$ cat src/rtl/led_gui_key_encoder.sv
// led_gui_key_encoder: four raw active-low buttons -> debounced levels and one-hot command pulses
//   clk        system clock
//   rst_n      synchronous reset, active low
//   key_in     raw buttons, active low, asynchronous
//   config_sig one-hot (or zero) single-cycle command pulses
//   key_level  debounced key state, 1 = pressed
//   busy       high while an event is still waiting to be emitted
module led_gui_key_encoder #(
  parameter int DEBOUNCE_CYC = 1_000_000,
  parameter int HOLD_CYC     = 25_000_000,
  parameter int REPEAT_CYC   = 5_000_000
) (
  input  logic       clk,
  input  logic       rst_n,
  input  logic [3:0] key_in,
  output logic [3:0] config_sig,
  output logic [3:0] key_level,
  output logic       busy
);
  localparam int CW = $clog2(DEBOUNCE_CYC) + 1;
  localparam logic [CW-1:0] D_END = CW'(DEBOUNCE_CYC - 1);
  localparam logic [31:0] H_END = 32'(HOLD_CYC - 1);
  localparam logic [31:0] R_END = 32'(REPEAT_CYC - 1);
  typedef enum logic [1:0] {IDLE, HOLD, REPEAT} state_t;
  logic [3:0] s1_q, s2_q, lvl_q, lvl_d, prv_q, arm_q, arm_d;
  logic [3:0] pend_q, pend_d, cfg_q, cfg_d, rep_q, rep_d, all_ev, hkm;
  logic [1:0] vld_q, hk_q, hk_d;
  logic [CW-1:0] cnt_q [4];
  logic [CW-1:0] cnt_d [4];
  logic [31:0] rc_q, rc_d;
  logic busy_q, busy_d;
  state_t st_q, st_d;
  // s2_q is active low, so the synced press differs from the level when they are equal
  always_comb begin
    lvl_d = lvl_q;
    for (int i = 0; i < 4; i++) begin
      lvl_d[i] = (s2_q[i] == lvl_q[i] && cnt_q[i] == D_END) ? ~lvl_q[i] : lvl_q[i];
      cnt_d[i] = (s2_q[i] != lvl_q[i] || cnt_q[i] == D_END) ? '0 : cnt_q[i] + 1'b1;
    end
  end
  // A key only arms once the synchroniser carries real data showing it released,
  // so a button held across reset stays silent until released and pressed again.
  assign arm_d = arm_q | (vld_q[1] ? s2_q : 4'b0);
  assign hkm = 4'b0001 << hk_q;
  always_comb begin
    st_d  = st_q;
    rc_d  = rc_q;
    hk_d  = hk_q;
    rep_d = '0;
    if (st_q == IDLE) begin
      if ($onehot(lvl_q) && |(lvl_q & arm_q)) begin
        st_d = HOLD;
        rc_d = '0;
        hk_d = {lvl_q[3] | lvl_q[2], lvl_q[3] | lvl_q[1]};
      end
    end else if (lvl_q != hkm) begin
      st_d = IDLE;
      rc_d = '0;
    end else if (rc_q == ((st_q == HOLD) ? H_END : R_END)) begin
      st_d  = REPEAT;
      rc_d  = '0;
      rep_d = hkm;
    end else begin
      rc_d = rc_q + 32'd1;
    end
  end
  // Pending events and fresh events merge, then the lowest set bit leaves this cycle.
  assign all_ev = pend_q | (lvl_q & ~prv_q & arm_q) | rep_q;
  assign cfg_d  = all_ev & (~all_ev + 4'd1);
  assign pend_d = all_ev & ~cfg_d;
  assign busy_d = |pend_d;
  always_ff @(posedge clk) begin
    if (!rst_n) begin
      s1_q   <= 4'b1111;
      s2_q   <= 4'b1111;
      vld_q  <= '0;
      lvl_q  <= '0;
      prv_q  <= '0;
      arm_q  <= '0;
      pend_q <= '0;
      cfg_q  <= '0;
      rep_q  <= '0;
      busy_q <= 1'b0;
      st_q   <= IDLE;
      rc_q   <= '0;
      hk_q   <= '0;
      for (int i = 0; i < 4; i++) cnt_q[i] <= '0;
    end else begin
      s1_q   <= key_in;
      s2_q   <= s1_q;
      vld_q  <= {vld_q[0], 1'b1};
      lvl_q  <= lvl_d;
      prv_q  <= lvl_q;
      arm_q  <= arm_d;
      pend_q <= pend_d;
      cfg_q  <= cfg_d;
      rep_q  <= rep_d;
      busy_q <= busy_d;
      st_q   <= st_d;
      rc_q   <= rc_d;
      hk_q   <= hk_d;
      for (int i = 0; i < 4; i++) cnt_q[i] <= cnt_d[i];
    end
  end
  assign config_sig = cfg_q;
  assign key_level  = lvl_q;
  assign busy       = busy_q;
endmodule
$ cat config.mk
export PLATFORM = sky130hd
export DESIGN_NAME = led_gui_key_encoder
export DESIGN_NICKNAME = d
export VERILOG_FILES = /design/src/rtl/led_gui_key_encoder.sv
export SDC_FILE = /design/constraint.sdc
export NUM_CORES = 1
export LEC_CHECK = 0
export BUFFER_PORTS_ARGS = -buffer_cell sky130_fd_sc_hd__buf_2
export CAP_MARGIN = 20
export CORE_AREA = 2 2 102 128
export DETAILED_ROUTE_END_ITERATION = 8
export DIE_AREA = 0 0 104 130
export GPL_ROUTABILITY_DRIVEN = 1
export PLACE_DENSITY = 0.8
export SYNTH_ARGS = -nofsm -noshare
export SYNTH_HDL_FRONTEND = slang
export SYNTH_SLANG_ARGS = --single-unit
$ cat constraint.sdc
create_clock -name clk -period 4.39 [get_ports clk]
set_clock_uncertainty 0.2 [all_clocks]
set_input_delay 0.878 -clock clk [delete_from_list [all_inputs] [get_ports clk]]
set_output_delay 0.878 -clock clk [all_outputs]
set_load 0.03 [all_outputs]
==> impl_metrics.ini <==
[global_route]
antenna_found_initial = 0
grtUsageTotal = 0.207
grt_max_degree = 29
grt_pass1_vias = 5107
grt_overflow = 0
grt_pass1_wl_um = 23100

[detailed_routing]
finalWirelength_um = 13300
ant_nets = 0
drtIter0Drc = 257
dr_total_vias = 5308
drc = 0
viasPerCell = 5.61
firstDrtPassIters = 5
wire_per_inst_um = 14.0

[critical_path]
worstSetupStartpointType = flip-flop
crit_chain = inv_1 > fa_1 > inv_1 > ha_1 > ha_1 > or3b_1 > a41oi_4 > o21ai_4 > or4_1 > a211oi_1
arrival_ns = 3.79
crit_path_max_fanout = 9
crit_required_ns = 4.52
cpMaxStageDelayCell = or4_1
crit_type = flip-flop to flip-flop
critPathCaptureType = flip-flop
cpPeakStageDelay_ns = 0.54

[placement]
io_buffers = 14
hpwl_um = 8440
finalWeightedCongestion = 0.826
pre_cts_slack_ns = 0.769
placedCellCount = 916

[clock_tree]
cts_hold_buf = 0
cts_max_path_buffers = 2
cts.sinks = 154
cts_tree = yes
htreeDepth = 4
cts.clk_slew.worst_paths_ns = 0.06
cts_inserted_buffers = 17
cts-resized-gates = 0
clock_latency_ns = 0.42
cts_root_buffer = clkbuf_16
post_cts_buffers = 0

[synth]
synth_flop_cell = dfxtp_1
yosys-top-cells-area = dfxtp_1, nor2_1, xor2_1, xnor2_1, nor3_1
synth_top_area_share = 0.455
yosysWarnings = 0
synth.most_common_cell = dfxtp_1
syn_area_um2 = 6770
ys_ff_latch = 154
synth-seq-area-share = 0.455
syn-mean-instance-area_um2 = 8.91
synth_cell_types = 53
synth-async-reset-ratio = 0
synth_edf_count = 0
synth_top_cell_by_area = dfxtp_1
syn_nets = 774
netlist_instances = 760
yosys-top-cells-count = dfxtp_1, nor2_1, xor2_1, xnor2_1, nor3_1

[die]
die_w_um = 104
rows = 46
initial_core_util = 0.545
dieArea_um2 = 13500
core_um2 = 12400
die_height_um = 130
design.portCount = 15

[timing]
fin_crit_sh = 0.832
hold_viol_final = 0
tightest_slew_ns = 1.01
fmax_mhz = 274
rsz0062_at_grt = false
slew_headroom = 0.324
tns_ns = 0
finalSetupViolations = 0
period_minus_slack_ns = 3.65
setup_ws_ns = 0.737
drv_slew = 0

[cells_and_area]
diodes = 0
final_net_count = 781
layout.cells.non_filler = 947
fin_util = 0.611
drive_above_1_share = 0.0834
syn2layout_area_growth_pct = 12.2
n_fill_cell = 1060

[status]
status = finished clean

[power_and_ir_drop]
p_leak_nw = 2.46
ir_worst_vdd_uv = 191
powerDensity_nw_per_um2 = 399
report.power.total_mw = 3.03

[job]
drv_cap = 0

[min_path]
hold_class = flip-flop to flip-flop
==> layout make-up <==
cell class	count	area, µm²	share of cell area
Clock buffer	18	429	0.0565
Clock inverter	13	219	0.0288
Inverter	31	116	0.0153
Multi-Input combinational cell	545	3440	0.453
Sequential cell	154	3080	0.406
Tap cell	168	210	0.0277
Timing Repair Buffer	18	100	0.0132
==> cell usage in the layout, fill, tap and decap left out, types with 4 or more instances in the layout <==
cell type	n
a211oi_1	4
a211oi_2	5
a21oi_1	9
and2_1	12
and3_1	10
and4_1	7
buf_2	14
buf_4	4
bufinv_16	5
clkbuf_16	17
dfxtp_1	154
ha_1	7
inv_1	31
mux2i_1	4
nand2_1	39
nand2b_1	11
nand3_1	35
nand4_1	25
nor2_1	129
nor3_1	50
nor4_1	19
o2111ai_1	14
o211ai_1	6
o21ai_0	7
o31ai_1	5
or3_1	11
or4_1	9
xnor2_1	51
xor2_1	52
==> path summary, 6_finish.rpt <==
check	from	end	slack (ns)	cells after the start
worst max-delay path	key_level[1]$_SDFFE_PN0P_	rc_q[31]$_SDFFE_PN0P_	0.74	10
worst min-delay path	s1_q[1]$_SDFF_PN1_	s2_q[1]$_SDFF_PN1_	0.21	1
worst max register to register	key_level[1]$_SDFFE_PN0P_	rc_q[31]$_SDFFE_PN0P_	0.74	10
worst min register to register	s1_q[1]$_SDFF_PN1_	s2_q[1]$_SDFF_PN1_	0.21	1
==> report_power, final <==
part / switching [mW] / internal (mW)
clock network: 0.581 / 1.01
registers: 0.00518 / 1.41
logic: 0.0211 / 0.00764
==> kinds of logic after synthesis <==
logic type | after synthesis | share of synthesized area
DFF | 154 | 0.455
buffers and inverters | 61 | 0.0371
AOI/OAI and AO/OA | 61 | 0.0791
xor gates and xnor gates | 103 | 0.133
adders and majority gates | 8 | 0.0159
and+or+nand+nor | 369 | 0.274
muxes | 4 | 0.00591
==> per-layer routing <==
metal	wire length (µm)	GRT usage	vias to the layer above
li1	-	-	2655
met1	5900	0.245	2525
met2	6680	0.365	106
met3	473	0.0470	22
met4	204	0.0859	0
met5	0	0	-
==> critical path: cells and delay by family, from the launching register on <==
family,cells,cell delay [ns]
buffers and inverters,2,0.19
and+or+nand+nor,2,0.96
DFF,1,0.47
adders and majority gates,3,0.97
AOI/OAI and AO/OA,3,0.80
==> state kept, by name (all words and copies together) (netlist names) <==
| name | cells |
|---|---|
| rc_q | 32 |
| s2_q | 4 |
| cnt_q | 84 |
| s1_q | 4 |
| hk_q | 2 |
| config_sig | 4 |
| vld_q | 2 |
| busy | 1 |
| st_q | 2 |
| rep_q | 4 |
| prv_q | 4 |
| pend_q | 3 |
| key_level | 4 |
| arm_q | 4 |
==> stage by stage <==
step / hold WS (ns) / instance area (µm²)
after CTS: 0.213 / 7600
after floorplan: 0.186 / 6770
after global placement: 0.191 / 6950
after global routing: 0.235 / 7600
after detailed placement: 0.196 / 6950
final: 0.209 / 7600
(Power assumes the default switching activity.)
